### config.mk
export PLATFORM = sky130hd
export DESIGN_NAME = controle_semaforo
export DESIGN_NICKNAME = d
export VERILOG_FILES = /design/src/rtl/controle_semaforo.sv
export SDC_FILE = /design/constraint.sdc
export NUM_CORES = 1
export LEC_CHECK = 0
export CORE_MARGIN = 2
export CORE_UTILIZATION = 51
export CTS_CLUSTER_SIZE = 14
export DETAILED_ROUTE_END_ITERATION = 12
export PLACE_DENSITY = 0.82
export RECOVER_POWER = 100
export SETUP_SLACK_MARGIN = 0.05
export SYNTH_ARGS = -nofsm -noshare
export SYNTH_HDL_FRONTEND = slang
export SYNTH_SLANG_ARGS = --single-unit
### constraint.sdc
create_clock -name clk -period 3.7 [get_ports clk]
set_clock_uncertainty 0.2 [all_clocks]
set_input_delay 0.37 -clock clk [delete_from_list [all_inputs] [get_ports clk]]
set_output_delay 0.37 -clock clk [all_outputs]
set_load 0.02 [all_outputs]
### src/rtl/controle_semaforo.sv
`default_nettype none
`timescale 1ns/1ps
// ============================================================================
// Module   : controle_semaforo
// Brief    : Traffic-light controller with BCD countdown, pedestrian shortcut
//            and optional night blink mode (macro PISCA_NOTURNO_EN).
// Revision : 1.0
// ============================================================================
module controle_semaforo #(
    parameter int TICKS_POR_SEG = 1
) (
    input  logic       clk,
    input  logic       rst_n,
    input  logic       tick,
    input  logic       casoEsp,
    input  logic       pedido,
    input  logic       noturno,
    output logic [1:0] estado,
    output logic [3:0] unid,
    output logic [1:0] dez,
    output logic       luz_vd,
    output logic       luz_am,
    output logic       luz_vm,
    output logic       fim_fase
);

    localparam logic [1:0] S_VERDE    = 2'b00;
    localparam logic [1:0] S_AMARELO  = 2'b01;
    localparam logic [1:0] S_VERMELHO = 2'b10;
    localparam logic [1:0] S_PISCA    = 2'b11;

    localparam int             PW          = (TICKS_POR_SEG > 1) ? $clog2(TICKS_POR_SEG) : 1;
    localparam logic [PW-1:0]  C_PRESC_MAX = PW'(TICKS_POR_SEG - 1);

    logic [PW-1:0] r_presc;
    logic [1:0]    r_estado;
    logic [1:0]    r_dez;
    logic [3:0]    r_unid;
    logic          r_pend;
    logic          r_luz_vd, r_luz_am, r_luz_vm;
    logic          r_fim;

    logic          w_step;
    logic          w_pend_eff;
    logic [1:0]    w_estado_nx;
    logic [1:0]    w_dez_nx;
    logic [3:0]    w_unid_nx;
    logic          w_fim_nx;
    logic          w_am_nx;
    logic          w_entra_vm;

    // Preset packed as {dez, unid}; casoEsp only matters at load time.
    function automatic logic [5:0] preset(input logic [1:0] s, input logic caso);
        case (s)
            S_VERDE:   preset = caso ? {2'd1, 4'd5} : {2'd2, 4'd5};
            S_AMARELO: preset = {2'd0, 4'd5};
            default:   preset = caso ? {2'd3, 4'd0} : {2'd2, 4'd0};
        endcase
    endfunction

    function automatic logic [1:0] proxima(input logic [1:0] s);
        case (s)
            S_VERDE:   proxima = S_AMARELO;
            S_AMARELO: proxima = S_VERMELHO;
            default:   proxima = S_VERDE;
        endcase
    endfunction

    assign w_step     = tick && (r_presc == C_PRESC_MAX);
    assign w_pend_eff = r_pend | pedido;

`ifndef PISCA_NOTURNO_EN
    wire w_unused_noturno = noturno;
`endif

    always_comb begin
        w_estado_nx = r_estado;
        w_dez_nx    = r_dez;
        w_unid_nx   = r_unid;
        w_fim_nx    = 1'b0;
        w_am_nx     = r_luz_am;
        if (w_step) begin
`ifdef PISCA_NOTURNO_EN
            if (noturno) begin
                if (r_estado == S_PISCA) begin
                    w_am_nx = ~r_luz_am;
                end else begin
                    w_estado_nx = S_PISCA;
                    w_fim_nx    = 1'b1;
                    w_am_nx     = 1'b1;
                end
                w_dez_nx  = 2'd0;
                w_unid_nx = 4'd0;
            end else if (r_estado == S_PISCA) begin
                w_estado_nx             = S_VERMELHO;
                {w_dez_nx, w_unid_nx}   = preset(S_VERMELHO, casoEsp);
                w_fim_nx                = 1'b1;
            end else
`endif
            if (r_dez == 2'd0 && r_unid == 4'd1) begin
                w_estado_nx           = proxima(r_estado);
                {w_dez_nx, w_unid_nx} = preset(proxima(r_estado), casoEsp);
                w_fim_nx              = 1'b1;
            end else if (r_estado == S_VERDE && w_pend_eff &&
                         (r_dez > 2'd1 || (r_dez == 2'd1 && r_unid > 4'd5))) begin
                w_dez_nx  = 2'd1;
                w_unid_nx = 4'd5;
            end else if (r_unid == 4'd0) begin
                w_unid_nx = 4'd9;
                w_dez_nx  = r_dez - 2'd1;
            end else begin
                w_unid_nx = r_unid - 4'd1;
            end
        end
        // Outside PISCA the amber lamp simply follows the state.
        if (w_estado_nx != S_PISCA)
            w_am_nx = (w_estado_nx == S_AMARELO);
    end

    assign w_entra_vm = (w_estado_nx == S_VERMELHO) && (r_estado != S_VERMELHO);

    always_ff @(posedge clk or negedge rst_n) begin
        if (!rst_n) begin
            r_presc  <= '0;
            r_estado <= S_VERMELHO;
            r_dez    <= 2'd2;
            r_unid   <= 4'd0;
            r_pend   <= 1'b0;
            r_luz_vd <= 1'b0;
            r_luz_am <= 1'b0;
            r_luz_vm <= 1'b1;
            r_fim    <= 1'b0;
        end else begin
            if (tick)
                r_presc <= w_step ? '0 : r_presc + 1'b1;
            r_estado <= w_estado_nx;
            r_dez    <= w_dez_nx;
            r_unid   <= w_unid_nx;
            r_pend   <= pedido | (r_pend & ~w_entra_vm);
            r_luz_vd <= (w_estado_nx == S_VERDE);
            r_luz_am <= w_am_nx;
            r_luz_vm <= (w_estado_nx == S_VERMELHO);
            r_fim    <= w_fim_nx;
        end
    end

    assign estado   = r_estado;
    assign dez      = r_dez;
    assign unid     = r_unid;
    assign luz_vd   = r_luz_vd;
    assign luz_am   = r_luz_am;
    assign luz_vm   = r_luz_vm;
    assign fim_fase = r_fim;

endmodule
`default_nettype wire
==> results.txt, run 1 <==
The min-delay analysis places its worst path in the category flip-flop to flip-flop. Entering global routing, the biggest net connects 15 pins. Traced cell by cell, the critical path runs through nor4b_1, and2_0, nand2_4, mux2_1. Detailed routing inserted a total of 639 vias. The worst setup path is captured at a flip-flop.

The number of buffers inserted to repair setup after CTS is 0, and the fraction of layout instances using a drive strength above 1 is 14.0%. The H-tree level count was 1. The top cell type by area accounts for 36.1% of the synthesized area. Routability-driven placement finished with a final weighted congestion of 0.814.

The commonest cells after synthesis are 11 x dfrtp_1, 7 x nand2_1, 7 x o21ai_0, 6 x a21oi_1. Yosys attributes the largest share of cell area to dfrtp_1 36%, dfstp_2 10%, o21ai_0 4.6%. Once the clock tree was built, the resizer swapped 0 gates to a different size. Area added between synthesis and finish: 23.0%. STA classifies the critical path startpoint as a flip-flop. Dividing the detail-routed via count by the number of cells gives 5.92.

The tools report the worst IR drop on VDD as 0.000412 V. The maximum fanout along the worst path was 9. The total clock buffers created by CTS is 3, and the remaining number of nets flagged by the antenna check after routing is 0. The hold violation count in the final report was 0; the utilization after layout was 69.4%.

The total global-route track usage came out at 19.2%. Leading area contributor after synthesis: dfrtp_1. Counting flops with an async set or reset pin after synthesis yields a share of 100%. The number of enable flip-flop cells after synthesis was 0; the total of warnings raised by yosys was 0. For the layout net count, the log shows 102.

Counting every net in the synthesized netlist gives 83. The number of antenna diodes in the final layout is 0. TritonCTS built the clock tree. The run gives 1820 um2 as the area of the die. Counting both buffers and inverters, the worst setup path holds a total of 0. The tools report the clock sink count as 14.

The first global-routing pass estimated 2680 um of wire. The number of different library cells used by synthesis comes to 33. The final routed DRC violation total came out at 0.

The slowest stage of the critical path belongs to the cell nor4b_1. The initial core utilization came out at 56.4%. Before antenna repair, the detailed router went through 4 iterations.

The run gives 18 as the I/O pin count. The tools report the clock root buffer master as clkbuf_4. Input and output buffers added on the ports amount to 16.

For this run, the slowest stage of the critical path takes 650 ps. In the finished design, the share of the clock period the worst path needs comes to 59.7%. The final global-route overflow total is 0, and the clock network latency to the later pin of the worst-skew pair is 280 ps.

The data required time at the worst endpoint was 3670 ps. The clock period minus final worst setup slack is 2210 ps, and the total wire length is 1470 um. The gate count after technology mapping was 75. The via count of the first global-routing pass was 595; the accumulated negative setup slack was 0 ps.

The flow ran to the end, and the final reports show no timing, DRC or antenna violations. The post-synthesis instance area was 762 um2; the relative slew slack was 54.9%. The critical path in this run is classified as flip-flop to flip-flop.

The tools report the HPWL after detailed placement as 1080 um. Sequential cells were found to cover 46.5% of the synthesized design area. The number of hold buffers added after CTS was 0.

Synthesis inferred 14 register bits. Power spread over the standard cell area amounts to 863 nW/um2. The arrival time of data at the critical path endpoint is 2180 ps, and the CTS clock-pin slew for the worst setup and hold paths is 90 ps. The maximum clock insertion buffer count was 2.

The die is 42.7 um wide. In the synthesized netlist the dominant register cell turns out to be dfrtp_1. The layout has 116 filler cells. The floorplan has 13 rows.

The first routing iteration left 16 violations. Max-cap violations in this run came to 0. The slew at the pin closest to its max-slew limit came out at 670 ps.

Setup repair after global routing left no endpoint under its margin. The total area inside the core boundary comes to 1350 um2. The final number of max-transition violations was 0; the highest achievable clock rate was 0.452 GHz. Each instance of the synthesized netlist takes up on average 10.2 um2. For the initial antenna violation count, the log shows 0. Grouping stages by cell kind, the critical path spends the most delay in simple AND/OR/NAND/NOR gates. Setup violations remaining at the end of the flow were counted as 0. The die span in y is 42.7 um.

Most repeated cell in the gate-level netlist after synthesis: dfrtp_1. The leakage component of the power is 0.000431 uW, and the average detailed-routed wire length per instance is 13.6 um.
## cell type report
type                            count  area (um2)  share of cell area [%]
Clock buffer                        4        36.3                    3.87
Sequential cell                    14         354                    37.8
Timing Repair Buffer               16         160                    17.1
Multi-Input combinational cell     56         357                    38.1
Inverter                            3        11.3                    1.20
Tap cell                           15        18.8                    2.00
## logic make-up (layout without fill, tap and decap cells)
family / count (synthesis) / in the layout / synth area share (%)
DFF: 14 / 14 / 46.5
buffers and inverters: 5 / 23 / 3.94
and+or+nand+nor: 27 / 27 / 21.8
adders and majority gates: 2 / 2 / 3.28
AOI/OAI and AO/OA: 26 / 26 / 22.5
muxes: 1 / 1 / 1.97
## registers in the layout, summed over array words and instances (netlist names)
signal,cells
luz_vm,1
dez,2
luz_vd,1
fim_fase,1
r_pend,1
r_presc,1
luz_am,1
estado,2
unid,4
## worst paths after layout
path                                     start             endpoint  slack [ps]  cells after the start
setup / recovery           unid[2]$_DFFE_PN0N_     luz_vd$_DFF_PN0_        1490                      4
setup reg to reg           unid[2]$_DFFE_PN0N_     luz_vd$_DFF_PN0_        1490                      4
min in group asynchronous                rst_n  estado[0]$_DFF_PN0_         330                      1
hold reg to reg               r_pend$_DFF_PN0_     r_pend$_DFF_PN0_         320                      1
max in group asynchronous                rst_n   dez[0]$_DFFE_PN0P_        2580                      1
hold / removal                r_pend$_DFF_PN0_     r_pend$_DFF_PN0_         320                      1
## report_power, final
group	internal (uW)	switching (uW)
clock	59.8	51.2
sequential	218	65.9
combinational	187	227
total	465	344
## cell usage in the layout, fill, tap and decap left out, types with 2 or more instances in the layout
master            n
dlygate4sd3_1    14
ha_1              2
nor2_1            3
a21o_1            2
clkbuf_4          3
nor3_1            2
dfstp_2           3
nand3_1           3
inv_1             3
clkdlybuf4s50_1   2
o21ai_0           7
nor2b_1           3
dfrtp_1          11
a31oi_1           2
nand2_1           7
a22o_1            2
a21oi_1           6
## layer usage
| layer | GRT usage, % | routed length, um | up-vias |
|---|---|---|---|
| met5 | 0 | 0 | - |
| met4 | 7.50 | 17 | 0 |
| met3 | 4.26 | 92 | 4 |
| met2 | 28.2 | 651 | 25 |
| met1 | 27.4 | 712 | 300 |
| li1 | - | - | 310 |
## stage by stage
stage	worst slack (ps)	power, uW	instance area (um2)	instances	hold slack, ps
after floorplan	1880	591	762	75	-126
after global placement	1660	734	922	104	274
after detailed placement	1670	747	922	104	296
after CTS	1630	857	958	108	293
after global routing	1380	871	937	108	345
final	1490	809	937	108	317
Note: power is estimated with default switching activity, not from simulation.
==> inputs of run 2 (changes only) <==
--- a/config.mk
+++ b/config.mk
@@ -6,10 +6,10 @@
 export NUM_CORES = 1
 export LEC_CHECK = 0
 export CORE_MARGIN = 2
-export CORE_UTILIZATION = 51
+export CORE_UTILIZATION = 43
 export CTS_CLUSTER_SIZE = 14
 export DETAILED_ROUTE_END_ITERATION = 12
-export PLACE_DENSITY = 0.82
+export PLACE_DENSITY = 0.73
 export RECOVER_POWER = 100
 export SETUP_SLACK_MARGIN = 0.05
 export SYNTH_ARGS = -nofsm -noshare
==> constraint.sdc (replaced) <==
create_clock -name clk -period 1.9 [get_ports clk]
set_clock_uncertainty 0.2 [all_clocks]
set_input_delay 0.19 -clock clk [delete_from_list [all_inputs] [get_ports clk]]
set_output_delay 0.19 -clock clk [all_outputs]
set_load 0.02 [all_outputs]
==> run 2 against run 1 <==
Against the previous run:
- non-clock buffer count grew 10
- global-route usage shrank 1.2 points
- setup slack lost 1400 ps
- sequential share of layout area shrank 1.8 points
- via count grew 7.7%
- combinational power grew 140%
- sequential power grew 81%
- sequential cell count is the same
- first-iteration DRC count shrank 25%
- register-to-register slack lost 1400 ps
- utilization shrank 11 points
- critical path type is now flip-flop to output pin
==> results.txt, run 2 (synthesis gave the netlist of run 1 again) <==
The final instance area was 988 um2 (+5.5%). The number of buffers and inverters on the critical path is 1 (+1). The worst setup path is captured at an output pin.

The run gives 2120 um2 (+17%) as the area of the die. The smallest setup slack after layout was 104 ps (-1390 ps); the relative slew slack was 57.2% (+2.2 points). The delay of the slowest critical-path stage was 690 ps (+40 ps); the path depth of the worst reg2reg path was 6 (+2). The flip-flop count of the largest register after layout was 4 (unchanged).

The tools report the leakage component of the power as 0.000457 uW (+6.0%). The initial core utilization is 45.1% (-11 points), and the routability-driven placement congestion ratio is 0.876 (+7.6%). The via count of the first global-routing pass was 572 (-3.9%); the setup slack on the worst flop-to-flop path was 120 ps (-1370 ps). The post-placement setup slack was 159 ps (-1510 ps). In this run the critical register-to-register path is launched from dez[1]$_DFFE_PN1P_. TritonCTS built the clock tree.

The tools report the accumulated negative setup slack as 0 ps (unchanged). The total wire length was 1630 um (+11%); the final global-route overflow total was 0 (unchanged). The tools report the H-tree level count as 1 (unchanged). The total power of the final layout came out at 1700 uW (+110%). For the I/O pin count, the log shows 18 (unchanged).

The total global-route track usage was 18.0% (-1.2 points); the final antenna diode count was 0 (unchanged). The logs give 0 (unchanged) for the hold violation count in the final report and 15 (unchanged) for the maximum number of pins on one net before global-route repair. The highest achievable clock rate is 0.557 GHz, and the worst IR drop on VDD is 0.000825 V (+100%). The maximum clock insertion buffer count came out at 2 (unchanged). The total clock buffers created by CTS is 3 (unchanged), and the number of max-cap violations is 0 (unchanged). The CTS clock-pin slew for the worst setup and hold paths was 90 ps (about the same). The data required time at the worst endpoint was 1510 ps (-2160 ps). The maximum fanout along the worst path is 8 (-1). The run finished with clean final reports. For the number of fillers in the final layout, the log shows 157 (+35%). Among all stages on the critical path, the largest delay is contributed by dlygate4sd3_1. The critical path class is flip-flop to output pin. Initial antenna violation count: 0 (unchanged). The tools report the number of DRC markers in iteration 0 as 12 (-4).

The logs give 0 (unchanged) for the hold-fix buffer count after cts and 0 (unchanged) for the remaining number of nets flagged by the antenna check after routing. For the clock network latency to the later pin of the worst-skew pair, the log shows 280 ps (about the same). The layout net count is 112 (+9.8%), and the first-pass iteration count of the detailed router is 4 (unchanged). Most common library cell in the layout ignoring fill and taps: dfrtp_1. The tools report the cell area after placement as 1000 um2 (+8.4%). The first-pass GRT wire length is 2650 um (-1.0%).

The run gives 0 (unchanged) as the final routed DRC violation total. The beginning of the critical path was unid[1]$_DFFE_PN0N_. The number of buffers added on ports works out to 16 (unchanged). The period utilization was 94.5%. Leaving out fill and tap cells, the most frequent cells in the layout are 10 x dfrtp_1, 8 x nand2_1, 7 x o21ai_0, 7 x dlygate4sd3_1. The number of buffers inserted to repair setup after CTS came out at 0 (unchanged). From synthesis to final layout, the design area changed by 29.7%. Walking the worst path, the cells encountered are dlygate4sd3_1.

The endpoint of the worst setup timing path was unid[1]. The worst flop-to-flop path endpoint was dez[1]$_DFFE_PN1P_. The die span in y came out at 46.1 um (+8.1%). The kind of cell with the highest combined delay along the critical path is buffers and inverters.

The HPWL after detailed placement was 1230 um (+14%); the die width was 46.1 um (+8.1%). Total of endpoints with negative setup slack in the final report: 0 (unchanged). Setup repair after global routing left no endpoint under its margin. Final number of max-transition violations: 0 (unchanged).

For the count of vias placed by the detailed router, the log shows 688 (+7.7%). The fraction of layout instances using a drive strength above 1 is 20.4% (+6.4 points). The slew at the pin closest to its max-slew limit was 641 ps (-29.6 ps). The cell sitting at the root of the clock tree is a clkbuf_4.

The number of placement rows was 15 (+2); the total power divided by cell area was 1720 nW/um2 (+99%). The worst hold margin is 164 ps (-153 ps), and the number of cells on the critical path is 1 (-3). Detail-routed via count per cell: 5.73 (-3.1%). Clock period minus final worst setup slack: 1800 ps. The kind of path behind the tightest hold check was primary input to async pin. For the clock sink count, the log shows 14 (unchanged). The arrival time of data at the critical path endpoint was 1410 ps (-770 ps). The average detailed-routed wire length per instance works out to 13.6 um (-0.22%). Critical path launch point type: a flip-flop. The run gives 1690 um2 (+25%) as the core outline area.
[run 2: cell types whose count changed in the layout (fill, tap and decap cells not counted), moves of 2 or more]
cell,previous run,this run
dlygate4sd3_1,14,7
buf_4,0,6
clkbuf_1,0,6
clkdlybuf4s50_1,2,4
dfstp_1,0,2
dfstp_2,3,1
dlygate4sd2_1,0,2
[run 2: layout make-up]
cell class	instances	area, um2	area share, %
multi-input cells	56	362	36.6
flip-flops and latches	14	355	35.9
repair buffers	26	203	20.5
clock buffers	4	36.3	3.67
well taps	17	21.3	2.15
inverters	3	11.3	1.14
[run 2: worst min path at each step]
stage / end / depth (start not counted)
global route: unid[0]$_DFFE_PN0N_ / 1
floorplan: dez[0]$_DFFE_PN0P_ / 0
finish: unid[0]$_DFFE_PN0N_ / 1
CTS: r_pend$_DFF_PN0_ / 1
detailed placement: r_pend$_DFF_PN0_ / 1
global placement: r_pend$_DFF_PN0_ / 1
[run 2: routing by layer]
layer	global-route usage (%)	routed length, um
met5	0	0
met4	8.57	23
met3	2.35	66
met2	28.1	760
met1	24.7	782
[run 2: metrics by stage]
step | std cells | utilization [%]
after floorplan | 75 | -
after global placement | 116 | 59.2
after detailed placement | 116 | 59.2
after CTS | 120 | 61.2
after global routing | 120 | 58.5
final | 120 | 58.5
[run 2: timing repair]
action	CTS	global route
hold endpoints to repair	0	0
gates resized for setup	2	4
pin swaps	0	0
setup endpoints to repair	2	4
[run 2: power breakdown]
group	total (uW)	switching (uW)	internal [uW]
sequential	514	92.4	421
clock	211	94.0	117
combinational	975	513	461
total	1700	700	999
==> inputs of run 3 (changes only) <==
--- a/config.mk
+++ b/config.mk
@@ -11,7 +11,7 @@
 export DETAILED_ROUTE_END_ITERATION = 12
 export PLACE_DENSITY = 0.73
 export RECOVER_POWER = 100
-export SETUP_SLACK_MARGIN = 0.05
+export SETUP_SLACK_MARGIN = 0.02
 export SYNTH_ARGS = -nofsm -noshare
 export SYNTH_HDL_FRONTEND = slang
 export SYNTH_SLANG_ARGS = --single-unit
==> run 3 against run 2 <==
Against the previous run:
- global-route usage unchanged
- combinational power barely moved
- sequential cell count unchanged
- worst hold slack got worse by 6.3 ps
- via count down 1.5%
- die area unchanged
==> results.txt, run 3 (synthesis gave the netlist of run 1 again) <==
The run finished with clean final reports. The tools report the leakage component of the power as 0.000465 uW (+1.8%). The tools report the total clock buffers created by CTS as 3 (unchanged). STA classifies the critical path startpoint as a flip-flop.

The detail-routed via count per cell is 5.65 (-1.5%), and the number of DRC markers in iteration 0 is 8 (-4). The run gives 2650 um (unchanged) as the first-pass GRT wire length. Hold violation count in the final report: 0 (unchanged). The relative slew slack was 57.4% (+0.28 points); the die width was 46.1 um (unchanged). The top cell types in the final layout, fill and taps aside, are 10 x dfrtp_1, 7 x nand2_1, 7 x o21ai_0, 7 x dlygate4sd3_1. The run gives 120 (unchanged) as the final standard cell count with taps included and fillers excluded. The CTS clock-pin slew for the worst setup and hold paths is 90 ps (about the same). For the utilization after layout, the log shows 59.2% (+0.67 points). The total power divided by cell area is 1700 nW/um2 (-1.1%), and the number of buffers inserted to repair setup after CTS is 0 (unchanged). The number of fillers in the final layout was 155 (-1.3%); the H-tree level count was 1 (unchanged).

The average detailed-routed wire length per instance was 13.6 um (-0.24%). The run gives 15 (unchanged) as the maximum number of pins on one net before global-route repair. The tools report the hold-fix buffer count after cts as 0 (unchanged). The cell area after placement is 1000 um2 (unchanged), and the initial antenna violation count is 0 (unchanged). The path class of the tightest hold or removal check is primary input to async pin. The final antenna diode count is 0 (unchanged). The slew at the pin closest to its max-slew limit was 636 ps (-4.23 ps); the die span in y was 46.1 um (unchanged). The maximum clock insertion buffer count is 2 (unchanged). The root buffer cell chosen for the clock tree is clkbuf_4.

The accumulated negative setup slack was 0 ps (unchanged); the final instance area was 1000 um2 (+1.1%). TritonCTS built the clock tree. The highest achievable clock rate is 0.549 GHz (-1.3%), and the via count of the first global-routing pass is 572 (unchanged). The maximum fanout along the worst path came out at 7 (-1). The routability-driven placement congestion ratio is 0.876 (unchanged). The remaining number of nets flagged by the antenna check after routing is 0 (unchanged), and the total wire length is 1630 um (-0.24%). The number of buffers added on ports came out at 16 (unchanged). The I/O pin count was 18 (unchanged); the number of placement rows was 15 (unchanged). The run gives 0 (unchanged) as the final routed DRC violation total. The clock period minus final worst setup slack is 1820 ps (+23.8 ps), and the initial core utilization is 45.1% (unchanged). By startpoint and endpoint, the worst setup path is classified as flip-flop to output pin. The HPWL after detailed placement was 1230 um (unchanged); the total global-route track usage was 18.0% (unchanged). Worst IR drop on VDD: 0.000827 V (+0.24%). The final number of max-transition violations was 0 (unchanged).

The final global-route overflow total is 0 (unchanged). The smallest setup slack after layout is 80.0 ps (-23.8 ps). The endpoint identified for the worst register-to-register timing path is dez[1]$_DFFE_PN1P_. The area of the die came out at 2120 um2 (unchanged).

The arrival time of data at the critical path endpoint was 1430 ps (+20 ps); the period utilization was 95.8% (+1.3 points). For the area taken by flip-flops and latches, the log shows 355 um2 (unchanged). The tools report the number of max-cap violations as 0 (unchanged).

Most common library cell in the layout ignoring fill and taps: dfrtp_1. The tools report the area of the multi-input gates as 367 um2 (+1.4%). The flip-flop count of the largest register after layout works out to 4 (unchanged).

The logs give 4 (unchanged) for the first-pass iteration count of the detailed router and 116 (unchanged) for the count of placed standard cells including taps. The tools report the clock network latency to the later pin of the worst-skew pair as 280 ps (about the same). The count of vias placed by the detailed router was 678 (-1.5%); the fraction of layout instances using a drive strength above 1 was 19.4% (-0.97 points). The worst register-to-register path begins at dez[1]$_DFFE_PN1P_. The clock sink count is 14 (unchanged). For the setup slack on the worst flop-to-flop path, the log shows 120 ps (about the same). The area added between synthesis and finish is 31.2%.

The logs give 1690 um2 (unchanged) for the core outline area and 1510 ps (about the same) for the data required time at the worst endpoint. Setup repair after global routing left no endpoint under its margin. The logs give 112 (unchanged) for the layout net count and 0 (unchanged) for the total of endpoints with negative setup slack in the final report.

The post-placement setup slack was 159 ps (unchanged). Type of element capturing the critical path: an output pin. The path depth of the worst reg2reg path works out to 6 (unchanged).
[run 3: cell types whose count changed in the layout (fill, tap and decap cells not counted), sizes merged]
cell / before / now
clkdlybuf4s50: 4 / 6
buf: 6 / 4
[run 3: metrics by stage]
step           total power [uW]  hold WS (ps)
6_report                   1700           157
5_1_grt                    1830           225
4_1_cts                    1820           111
3_5_place_dp               1620           278
3_3_place_gp               1600           278
2_1_floorplan              1150          -306
[run 3: what timing repair did]
item,CTS,global route
resized for setup,2,2
endpoints found under the setup margin,2,2
hold endpoints to repair,0,0
gates cloned,0,0
[run 3: worst max-delay path: stages, from the launching register on]
cell and delay [ps]:
dfrtp_1 360, clkbuf_2 180, clkdlybuf4s50_1 620
[run 3: how the worst max path moves through the flow]
stage | start | to | cells after the start
after floorplan | dez[1]$_DFFE_PN1P_ | unid[0]$_DFFE_PN0N_ | 5
after global placement | dez[1]$_DFFE_PN1P_ | unid[0]$_DFFE_PN0N_ | 6
after detailed placement | dez[1]$_DFFE_PN1P_ | dez[1]$_DFFE_PN1P_ | 6
after CTS | unid[1]$_DFFE_PN0N_ | unid[1] | 1
after global routing | dez[1]$_DFFE_PN1P_ | unid[0]$_DFFE_PN0N_ | 6
final | unid[3]$_DFFE_PN0N_ | unid[3] | 2
[run 3: routing by layer]
layer,up-vias,global-route usage [%],routed length [um]
li1,328,-,-
met1,329,24.7,789
met2,17,28.1,746
met5,-,0,0
met3,4,2.35,69
met4,0,8.57,24
[run 3: layout make-up]
class,instances,share of cell area [%]
sequential,14,35.5
multi-input combinational,56,36.7
tap,17,2.13
timing repair buffer,26,20.9
inverter,3,1.13
clock buffer,4,3.63
[run 3: report_power, final]
part / switching, uW / total (uW) / internal [uW]
clock network: 97.0 / 214 / 117
logic: 514 / 972 / 458
registers: 92.7 / 514 / 421
